[src/rtl/sram_like_responder.sv]
`default_nettype none
// ============================================================================
// Module      : sram_like_responder
// Description : Target end of an SRAM-like req/addr_ok/data_ok bus. Accepted
//               requests are queued in an in-order FIFO, issued one at a time
//               to a 1-cycle-latency block RAM, and answered with exactly one
//               data_ok pulse each, in acceptance order.
//               Optional macro SRAM_RESP_DELAY_EN inserts DELAY_CYCLES wait
//               cycles in front of every RAM issue.
// Revision    : 1.0 - initial release
// ============================================================================
module sram_like_responder #(
   parameter int DEPTH        = 4,
   parameter int RAM_AW       = 14,
   parameter int DELAY_CYCLES = 3
) (
   input  logic              clk,
   input  logic              resetn,
   input  logic              req,
   input  logic              wr,
   input  logic [1:0]        size,
   input  logic [31:0]       addr,
   input  logic [31:0]       wdata,
   output logic              addr_ok,
   output logic              data_ok,
   output logic [31:0]       rdata,
   output logic              ram_en,
   output logic [3:0]        ram_wstrb,
   output logic [RAM_AW-1:0] ram_addr,
   output logic [31:0]       ram_wdata,
   input  logic [31:0]       ram_rdata
);

   localparam int c_PTR_W = $clog2(DEPTH);
   localparam int c_A_W   = RAM_AW + 2;   // byte-address bits actually kept

`ifdef SRAM_RESP_DELAY_EN
   typedef enum logic [1:0] {
      S_IDLE = 2'd0,
      S_RESP = 2'd1,
      S_WAIT = 2'd2
   } state_t;

   // Counter holds the wait cycles still to go after the current one, so a
   // request spends exactly DELAY_CYCLES cycles in WAIT before issuing.
   localparam int c_DW = (DELAY_CYCLES > 1) ? $clog2(DELAY_CYCLES) : 1;
   localparam logic [c_DW-1:0] c_DELAY_LOAD =
      c_DW'((DELAY_CYCLES > 0) ? DELAY_CYCLES - 1 : 0);
`else
   typedef enum logic [1:0] {
      S_IDLE = 2'd0,
      S_RESP = 2'd1
   } state_t;
`endif

   // Request FIFO storage
   logic                 r_q_wr    [DEPTH];
   logic [1:0]           r_q_size  [DEPTH];
   logic [c_A_W-1:0]     r_q_addr  [DEPTH];
   logic [31:0]          r_q_wdata [DEPTH];
   logic [c_PTR_W-1:0]   r_wptr;
   logic [c_PTR_W-1:0]   r_rptr;
   logic [c_PTR_W:0]     r_count;

   state_t               r_state;
   state_t               w_state_nxt;
   logic                 w_issue;
   logic                 w_push;
   logic                 w_full;
   logic                 w_empty;
   logic [3:0]           w_strb;

   logic                 w_head_wr;
   logic [1:0]           w_head_size;
   logic [c_A_W-1:0]     w_head_addr;
   logic [31:0]          w_head_wdata;

`ifdef SRAM_RESP_DELAY_EN
   logic [c_DW-1:0]      r_delay;
   logic [c_DW-1:0]      w_delay_nxt;
`endif

   // Upper address bits fall outside the RAM and are intentionally dropped.
   logic w_unused;
   assign w_unused = &{1'b0, addr[31:c_A_W]};

   // Fullness comes only from the registered count, so a same-cycle pop never
   // opens a slot and addr_ok has no path from the response side.
   assign w_full  = (r_count == (c_PTR_W+1)'(DEPTH));
   assign w_empty = (r_count == '0);
   assign addr_ok = req & ~w_full;
   assign w_push  = req & ~w_full;

   assign w_head_wr    = r_q_wr[r_rptr];
   assign w_head_size  = r_q_size[r_rptr];
   assign w_head_addr  = r_q_addr[r_rptr];
   assign w_head_wdata = r_q_wdata[r_rptr];

   // FIFO payload write; storage needs no reset since count guards reads.
   always_ff @(posedge clk) begin
      if (w_push) begin
         r_q_wr[r_wptr]    <= wr;
         r_q_size[r_wptr]  <= size;
         r_q_addr[r_wptr]  <= addr[c_A_W-1:0];
         r_q_wdata[r_wptr] <= wdata;
      end
   end

   // FIFO pointers and occupancy; pointers wrap naturally (DEPTH is 2^n).
   always_ff @(posedge clk or negedge resetn) begin
      if (!resetn) begin
         r_wptr  <= '0;
         r_rptr  <= '0;
         r_count <= '0;
      end else begin
         if (w_push) begin
            r_wptr <= r_wptr + c_PTR_W'(1);
         end
         if (w_issue) begin
            r_rptr <= r_rptr + c_PTR_W'(1);
         end
         case ({w_push, w_issue})
            2'b10:   r_count <= r_count + (c_PTR_W+1)'(1);
            2'b01:   r_count <= r_count - (c_PTR_W+1)'(1);
            default: r_count <= r_count;
         endcase
      end
   end

   // Byte-lane enables for the head request; illegal shapes write nothing.
   always_comb begin
      w_strb = 4'b0000;
      if (w_head_wr) begin
         case (w_head_size)
            2'd0: w_strb = 4'b0001 << w_head_addr[1:0];
            2'd1: if (!w_head_addr[0]) w_strb = 4'b0011 << w_head_addr[1:0];
            2'd2: if (w_head_addr[1:0] == 2'b00) w_strb = 4'b1111;
            default: w_strb = 4'b0000;
         endcase
      end
   end

   // FSM state register (and wait counter when delays are enabled).
   always_ff @(posedge clk or negedge resetn) begin
      if (!resetn) begin
         r_state <= S_IDLE;
`ifdef SRAM_RESP_DELAY_EN
         r_delay <= '0;
`endif
      end else begin
         r_state <= w_state_nxt;
`ifdef SRAM_RESP_DELAY_EN
         r_delay <= w_delay_nxt;
`endif
      end
   end

   // FSM next state and RAM issue decision.
   always_comb begin
      w_state_nxt = r_state;
      w_issue     = 1'b0;
`ifdef SRAM_RESP_DELAY_EN
      w_delay_nxt = r_delay;
`endif
      case (r_state)
         S_IDLE, S_RESP: begin
            if (!w_empty) begin
`ifdef SRAM_RESP_DELAY_EN
               if (DELAY_CYCLES == 0) begin
                  w_issue     = 1'b1;
                  w_state_nxt = S_RESP;
               end else begin
                  w_state_nxt = S_WAIT;
                  w_delay_nxt = c_DELAY_LOAD;
               end
`else
               w_issue     = 1'b1;
               w_state_nxt = S_RESP;
`endif
            end else begin
               w_state_nxt = S_IDLE;
            end
         end
`ifdef SRAM_RESP_DELAY_EN
         // Nothing pops while waiting, so the FIFO is still non-empty here.
         S_WAIT: begin
            if (r_delay == '0) begin
               w_issue     = 1'b1;
               w_state_nxt = S_RESP;
            end else begin
               w_delay_nxt = r_delay - c_DW'(1);
            end
         end
`endif
         default: w_state_nxt = S_IDLE;
      endcase
   end

   // RAM side is quiet (all zero) whenever nothing is being issued.
   assign ram_en    = w_issue;
   assign ram_wstrb = w_issue ? w_strb : 4'b0000;
   assign ram_addr  = w_issue ? w_head_addr[c_A_W-1:2] : '0;
   assign ram_wdata = w_issue ? w_head_wdata : '0;

   // Response: RESP lasts one cycle per issued request; RAM data passes through.
   assign data_ok = (r_state == S_RESP);
   assign rdata   = data_ok ? ram_rdata : 32'h0;

endmodule
`default_nettype wire
[config.mk]
export PLATFORM = sky130hd
export DESIGN_NAME = sram_like_responder
export DESIGN_NICKNAME = d
export VERILOG_FILES = /design/src/rtl/sram_like_responder.sv
export SDC_FILE = /design/constraint.sdc
export NUM_CORES = 1
export LEC_CHECK = 0
export CORE_MARGIN = 5
export CORE_UTILIZATION = 50
export CTS_CLUSTER_SIZE = 28
export DETAILED_ROUTE_END_ITERATION = 10
export PLACE_DENSITY = 0.79
export RECOVER_POWER = 100
export REMOVE_ABC_BUFFERS = 1
export SLEW_MARGIN = 20
export SYNTH_ARGS = -nofsm -noshare
export SYNTH_HDL_FRONTEND = slang
export SYNTH_SLANG_ARGS = --single-unit
[constraint.sdc]
create_clock -name clk -period 2.7 [get_ports clk]
set_input_delay 0.675 -clock clk [delete_from_list [all_inputs] [get_ports clk]]
set_output_delay 0.675 -clock clk [all_outputs]
set_load 0.01 [all_outputs]
Yosys cells after proc, flatten, opt, wreduce, memory -nomap -nowiden
Memory sizes are Yosys's and may differ from the RTL's.
Index checks and enable logic that the tools add are counted.
{"block": "word_totals", "n_memories": 4, "elab_cells": 43, "reg_bits": 9, "ramBits": 204, "out_inout_bits": 85}
{"block": "op_classes", "n_reduce_logical": 6, "add_sub_neg": 4, "bitwise": 2, "shift": 2, "eq_ne": 6, "muxes": 15}
{"memory": "r_q_wdata", "words": 4, "word_bits": 32, "rd": 1, "rd_ports_with_merged_regs": 0, "wr": 1, "line_no": "60", "source": "logic [31:0] r_q_wdata [DEPTH];"}
{"memory": "r_q_addr", "words": 4, "word_bits": 16, "rd": 1, "rd_ports_with_merged_regs": 0, "wr": 1, "line_no": "59", "source": "logic [c_A_W-1:0] r_q_addr [DEPTH];"}
{"memory": "r_q_size", "words": 4, "word_bits": 2, "rd": 1, "rd_ports_with_merged_regs": 0, "wr": 1, "line_no": "58", "source": "logic [1:0] r_q_size [DEPTH];"}
{"memory": "r_q_wr", "words": 4, "word_bits": 1, "rd": 1, "rd_ports_with_merged_regs": 0, "wr": 1, "line_no": "57", "source": "logic r_q_wr [DEPTH];"}
{"cell": "$mux W32", "count": 2}
{"cell": "$mux W4", "count": 4}
{"cell": "$mux W14", "count": 1}
{"cell": "$pmux W4 S3", "count": 1}
{"cell": "$eq A2 B1 Y1 const B", "count": 3}
{"cell": "$logic_not A2 Y1", "count": 3}
{"cell": "$pmux W3 S2", "count": 1}
{"cell": "$mux W1", "count": 5}
{"cell": "$add A2 B1 Y2 const B", "count": 2}
{"cell": "$eq A2 B2 Y1 const B", "count": 2}
{"cell": "$shl A1 B2 Y4 const A", "count": 1}
{"cell": "$shl A2 B2 Y4 const A", "count": 1}
{"cell": "$add A3 B1 Y3 const B", "count": 1}
{"cell": "$eq A3 B3 Y1 const B", "count": 1}
{"cell": "$logic_not A3 Y1", "count": 1}
{"cell": "$sub A3 B1 Y3 const B", "count": 1}
{"cell": "$mux W2", "count": 1}
{"cell": "$reduce_bool A2 Y1", "count": 1}
{"cell": "$reduce_or A2 Y1", "count": 1}
{"cell": "$and A1 B1 Y1", "count": 1}
{"cell": "$not A1 Y1", "count": 1}

Logic depth before layout (Yosys ltp)
Gate-level depths: netlist of run 1.
An unclocked memory read counts as a cell.
{"block": "logic_depth", "depth_word": 6, "ltp_mapped": 7}

Worst setup path after synthesis of run 1
Ideal clock, no wire load.
{"block": "synth_path", "path_type": "input port to flip-flop", "start": "in req", "end": "mem r_q_addr[2][0] (netlist name), enable pin", "path_stages": 2, "arrival_time_ns": 2.421, "slack_ns": -0.135, "n_path_buf": 0, "path_cell_list": "a21boi_1 -> and2_1"}
{"block": "synth_via", "elab_chain_cells": 3}
{"element": "from (decl)", "line_no": "19", "source": "input logic req,"}
{"element": "$and A1 B1 Y1", "line_no": "92", "source": "assign w_push = req & ~w_full;"}
{"element": "$mux W1", "line_no": "101", "source": "if (w_push) begin"}
{"element": "$mux W1 (not written as such)", "line_no": "104", "source": "r_q_addr[r_wptr] <= addr[c_A_W-1:0];"}
{"element": "to (decl)", "line_no": "59"}
No other way between the ends.

Worst setup path after layout of run 1
{"block": "layout_path", "start": "reg r_rptr[0]", "end": "out ram_wstrb[3]"}
{"block": "layout_via", "elab_chain_cells": 6, "word_cells_on_any_way": 14, "cone_classes": "eq/ne: 2; shift: 2; mux: 5; reduce/logical: 2; memory: 3"}
{"element": "from (decl)", "line_no": "62", "source": "logic [c_PTR_W-1:0] r_rptr;"}
{"element": "from (signal assigned)", "line_no": "120", "source": "r_rptr <= r_rptr + c_PTR_W'(1);"}
{"element": "$mem_v2 Z4 W16"}
{"element": "$shl A2 B2 Y4 or $logic_not A2 Y1 (tied branches)", "line_no": "136, 137"}
{"element": "$mux W4, on equally long branches", "line_no": "136, 137"}
{"element": "$pmux W4 S3", "line_no": "134", "source": "case (w_head_size)"}
{"element": "$mux W4 (*)", "line_no": "133", "source": "if (w_head_wr) begin"}
{"element": "$mux W4 (*)", "line_no": "201", "source": "assign ram_wstrb = w_issue ? w_strb : 4'b0000;"}
{"element": "to (decl)", "line_no": "28", "source": "output logic [3:0] ram_wstrb,"}
Every way passes the cells marked *; elsewhere a longest branch is shown, timed or not.

==> flow_summary.ini, run 1 <==
[synth]
synth_area_um2 = 8400
syn_avg_cell_area_um2 = 20.5
synth_edf_count = 204
synth.area.top_cells = edfxtp_1 (73%), mux4_2 (14%), and2_1 (6.1%)
synth_cell_types = 31
synthTopCellsByCount = edfxtp_1 (204), and2_1 (82), mux4_2 (51), clkbuf_1 (11), dfrtp_1 (8)
synthArstFlopShare = 0.0377
seq_area_frac_synth = 0.753
synth.most_common_cell = edfxtp_1
yosys_most_used_dff = edfxtp_1
ys_ff_latch = 212
yosysTopAreaCell = edfxtp_1
synth_top_area_share = 0.729
yosysWarnings = 0
synth_cells = 409

[run]
timing.max_cap.violations = 0

[placement]
gp_congestion = 0.746
dp_cells = 804
dp.final_hpwl_um = 10900
io_buffers = 170

[critical_path]
crit_fanout = 8
arrival_ps = 2420
path_class = flip-flop to primary output
cp-start-kind = flip-flop
setup.worst_path.end_class = primary output
required_ps = 2030

[clock_network]
htree_levels = 1
cts_buffers = 22
cts_root_buf = clkbuf_16
cts_hold_buf = 0
clk_latency_ps = 490
cts_tree = done
cts_sinks = 212
clk_path_buf_depth = 3
clk_pin_slew_ps = 60

[global_route]
grt_pass1_wl_um = 27600
grt_max_degree = 34
grt_antenna_before_repair = 2
overflow = 0
grtUsageTotal = 0.180
first_global_vias = 5027

[floorplan]
initial_core_util = 0.508
io_pins = 187
die_w_um = 140
rows = 47
coreArea_um2 = 16500
die_height_um = 140
die_area_um2 = 19500

[sta]
worstMarginPinSlew_ps = 449
setup_viol = 49
hold_viol_final = 0
rsz0062_at_grt = true
layout_min_cycle_time_ps = 3090
timing.final.crit_share = 1.15
fmax_mhz = 323
layout_setup_ws_ps = -394
slew_violations = 0
skew_ps = 9.81
slew_headroom = 0.699

[route]
drt_iter0_drc = 270
detail_route.wl_per_cell_um = 20.2
wl_um = 17800
vias = 4627
ant_nets = 0
routed_via_density = 5.26
firstDrtPassIters = 4
drcViolationCount = 0

[status]
status = complete, but fails checks
violations = setup timing

[layout]
final_util = 0.716
fillers = 1022
nets = 750
drive_above_1_share = 0.347
area_growth_pct = 40.8
layoutNonFillerInstCount = 879

[power_and_ir_drop]
power.share.sequential = 0.342
ir_worst_vdd_v = 0.000767
p_int_mw = 9.59
p_per_area_nw_per_um2 = 1130
power.clock.fraction = 0.214
combPwrFrac = 0.444
netSwitchingPower_mw = 3.82
netSwitchingFraction = 0.285
p_leak_nw = 4.22

[worst_hold_path]
min-delay-path-class = flip-flop to flip-flop
final cells by class:
cell class | count | area [µm²] | share of cell area
Inverter | 6 | 22.5 | 0.00190
Clock buffer | 28 | 594 | 0.0502
Timing Repair Buffer | 231 | 2440 | 0.206
Antenna cell | 1 | 2.50 | 0.000212
Clock inverter | 11 | 98.8 | 0.00835
Multi-Input combinational cell | 170 | 2070 | 0.175
Tap cell | 220 | 275 | 0.0233
Sequential cell | 212 | 6330 | 0.535
layout by cell type (no fill, tap or decap), types with 5 or more instances in the layout:
cell,n
and2_1,50
and2_4,28
buf_12,14
buf_2,17
buf_4,21
buf_6,46
buf_8,5
clkbuf_1,6
clkbuf_16,23
clkdlybuf4s50_1,67
clkinv_1,5
dlygate4sd3_1,52
dlymetal6s2s_1,5
edfxtp_1,204
inv_1,5
mux4_2,51
nor2_1,5
per-layer routing:
| metal | GRT usage | wire length (µm) | up-vias |
|---|---|---|---|
| met3 | 0.0388 | 1040 | 32 |
| met1 | 0.228 | 6860 | 2358 |
| li1 | - | - | 2093 |
| met2 | 0.317 | 9500 | 142 |
| met4 | 0.0464 | 342 | 2 |
| met5 | 0 | 7 | - |
through the flow:
| stage | total power [mW] | hold WS (ps) | setup TNS (ps) | cell area, µm² | worst slack, ps |
|---|---|---|---|---|---|
| 2_1_floorplan | 7.16 | 379 | -76760 | 8310 | -1690 |
| 3_3_place_gp | 9.43 | 525 | -6090 | 10600 | -312 |
| 3_5_place_dp | 9.57 | 559 | -6200 | 10600 | -322 |
| 4_1_cts | 13.2 | 486 | -9220 | 11600 | -429 |
| 5_1_grt | 14.1 | 547 | -11430 | 11800 | -496 |
| 6_report | 13.4 | 532 | -7390 | 11800 | -394 |
sequential cells by signal, indices dropped and copies added (netlist names):
signal	flops
r_state	1
r_q_wdata	128
r_wptr	2
r_q_size	8
r_q_addr	64
r_q_wr	4
r_count	3
r_rptr	2
worst max-delay path, stage by stage (launching register included):
cell	delay [ps]
dfrtp_4	500
mux4_2	600
or4bb_1	520
a31oi_1	170
buf_2	150
final timing paths:
| kind | startpoint | end | slack, ps | cells after the start |
|---|---|---|---|---|
| worst min register to register | r_count[0] | r_count[0] | 530 | 1 |
| max in group asynchronous | resetn | r_rptr[0] | 1770 | 1 |
| worst min-delay path | r_count[0] | r_count[0] | 530 | 1 |
| min in group asynchronous | resetn | r_count[0] | 570 | 1 |
| worst max register to register | r_count[1] | r_q_wr[3] | 940 | 5 |
| worst max-delay path | r_rptr[0] | ram_wstrb[3] | -390 | 4 |
logic make-up (layout without fill, tap and decap cells):
| group | Yosys count | after routing | synth area share |
|---|---|---|---|
| buf+inv | 27 | 276 | 0.0139 |
| other cells | 0 | 1 | 0 |
| xor+xnor | 5 | 5 | 0.00521 |
| mux | 52 | 52 | 0.138 |
| flops | 212 | 212 | 0.753 |
| simple gates | 96 | 96 | 0.0713 |
| fa+ha+maj | 5 | 5 | 0.00834 |
| compound gates | 12 | 12 | 0.0101 |
what timing repair did:
| item | 4_1_cts | 5_1_grt |
|---|---|---|
| buffers inserted | 24 | 13 |
| gates cloned | 2 | 0 |
| resized for setup | 259 | 38 |
| pin swaps | 15 | 8 |
| endpoints found under the setup margin | 84 | 51 |
power by group through the flow:
| stage | registers [mW] | logic (mW) | clock network [mW] |
|---|---|---|---|
| 6_report | 4.59 | 5.96 | 2.87 |
| 5_1_grt | 4.65 | 6.36 | 3.08 |
| 4_1_cts | 4.59 | 5.65 | 2.93 |
| 3_5_place_dp | 4.65 | 4.92 | 0 |
| 3_3_place_gp | 4.59 | 4.85 | 0 |
| 2_1_floorplan | 4.84 | 2.32 | 0 |
Note: power is estimated with default switching activity, not from simulation.
==> run 2, diff against run 1 <==
--- a/config.mk
+++ b/config.mk
@@ -9,6 +9,7 @@
 export CORE_UTILIZATION = 50
 export CTS_CLUSTER_SIZE = 28
 export DETAILED_ROUTE_END_ITERATION = 10
+export HOLD_SLACK_MARGIN = 0.12
 export PLACE_DENSITY = 0.79
 export RECOVER_POWER = 100
 export REMOVE_ABC_BUFFERS = 1
==> results of run 2 <==
Same layout as run 1: the final DEF is identical, and so are final timing and power.
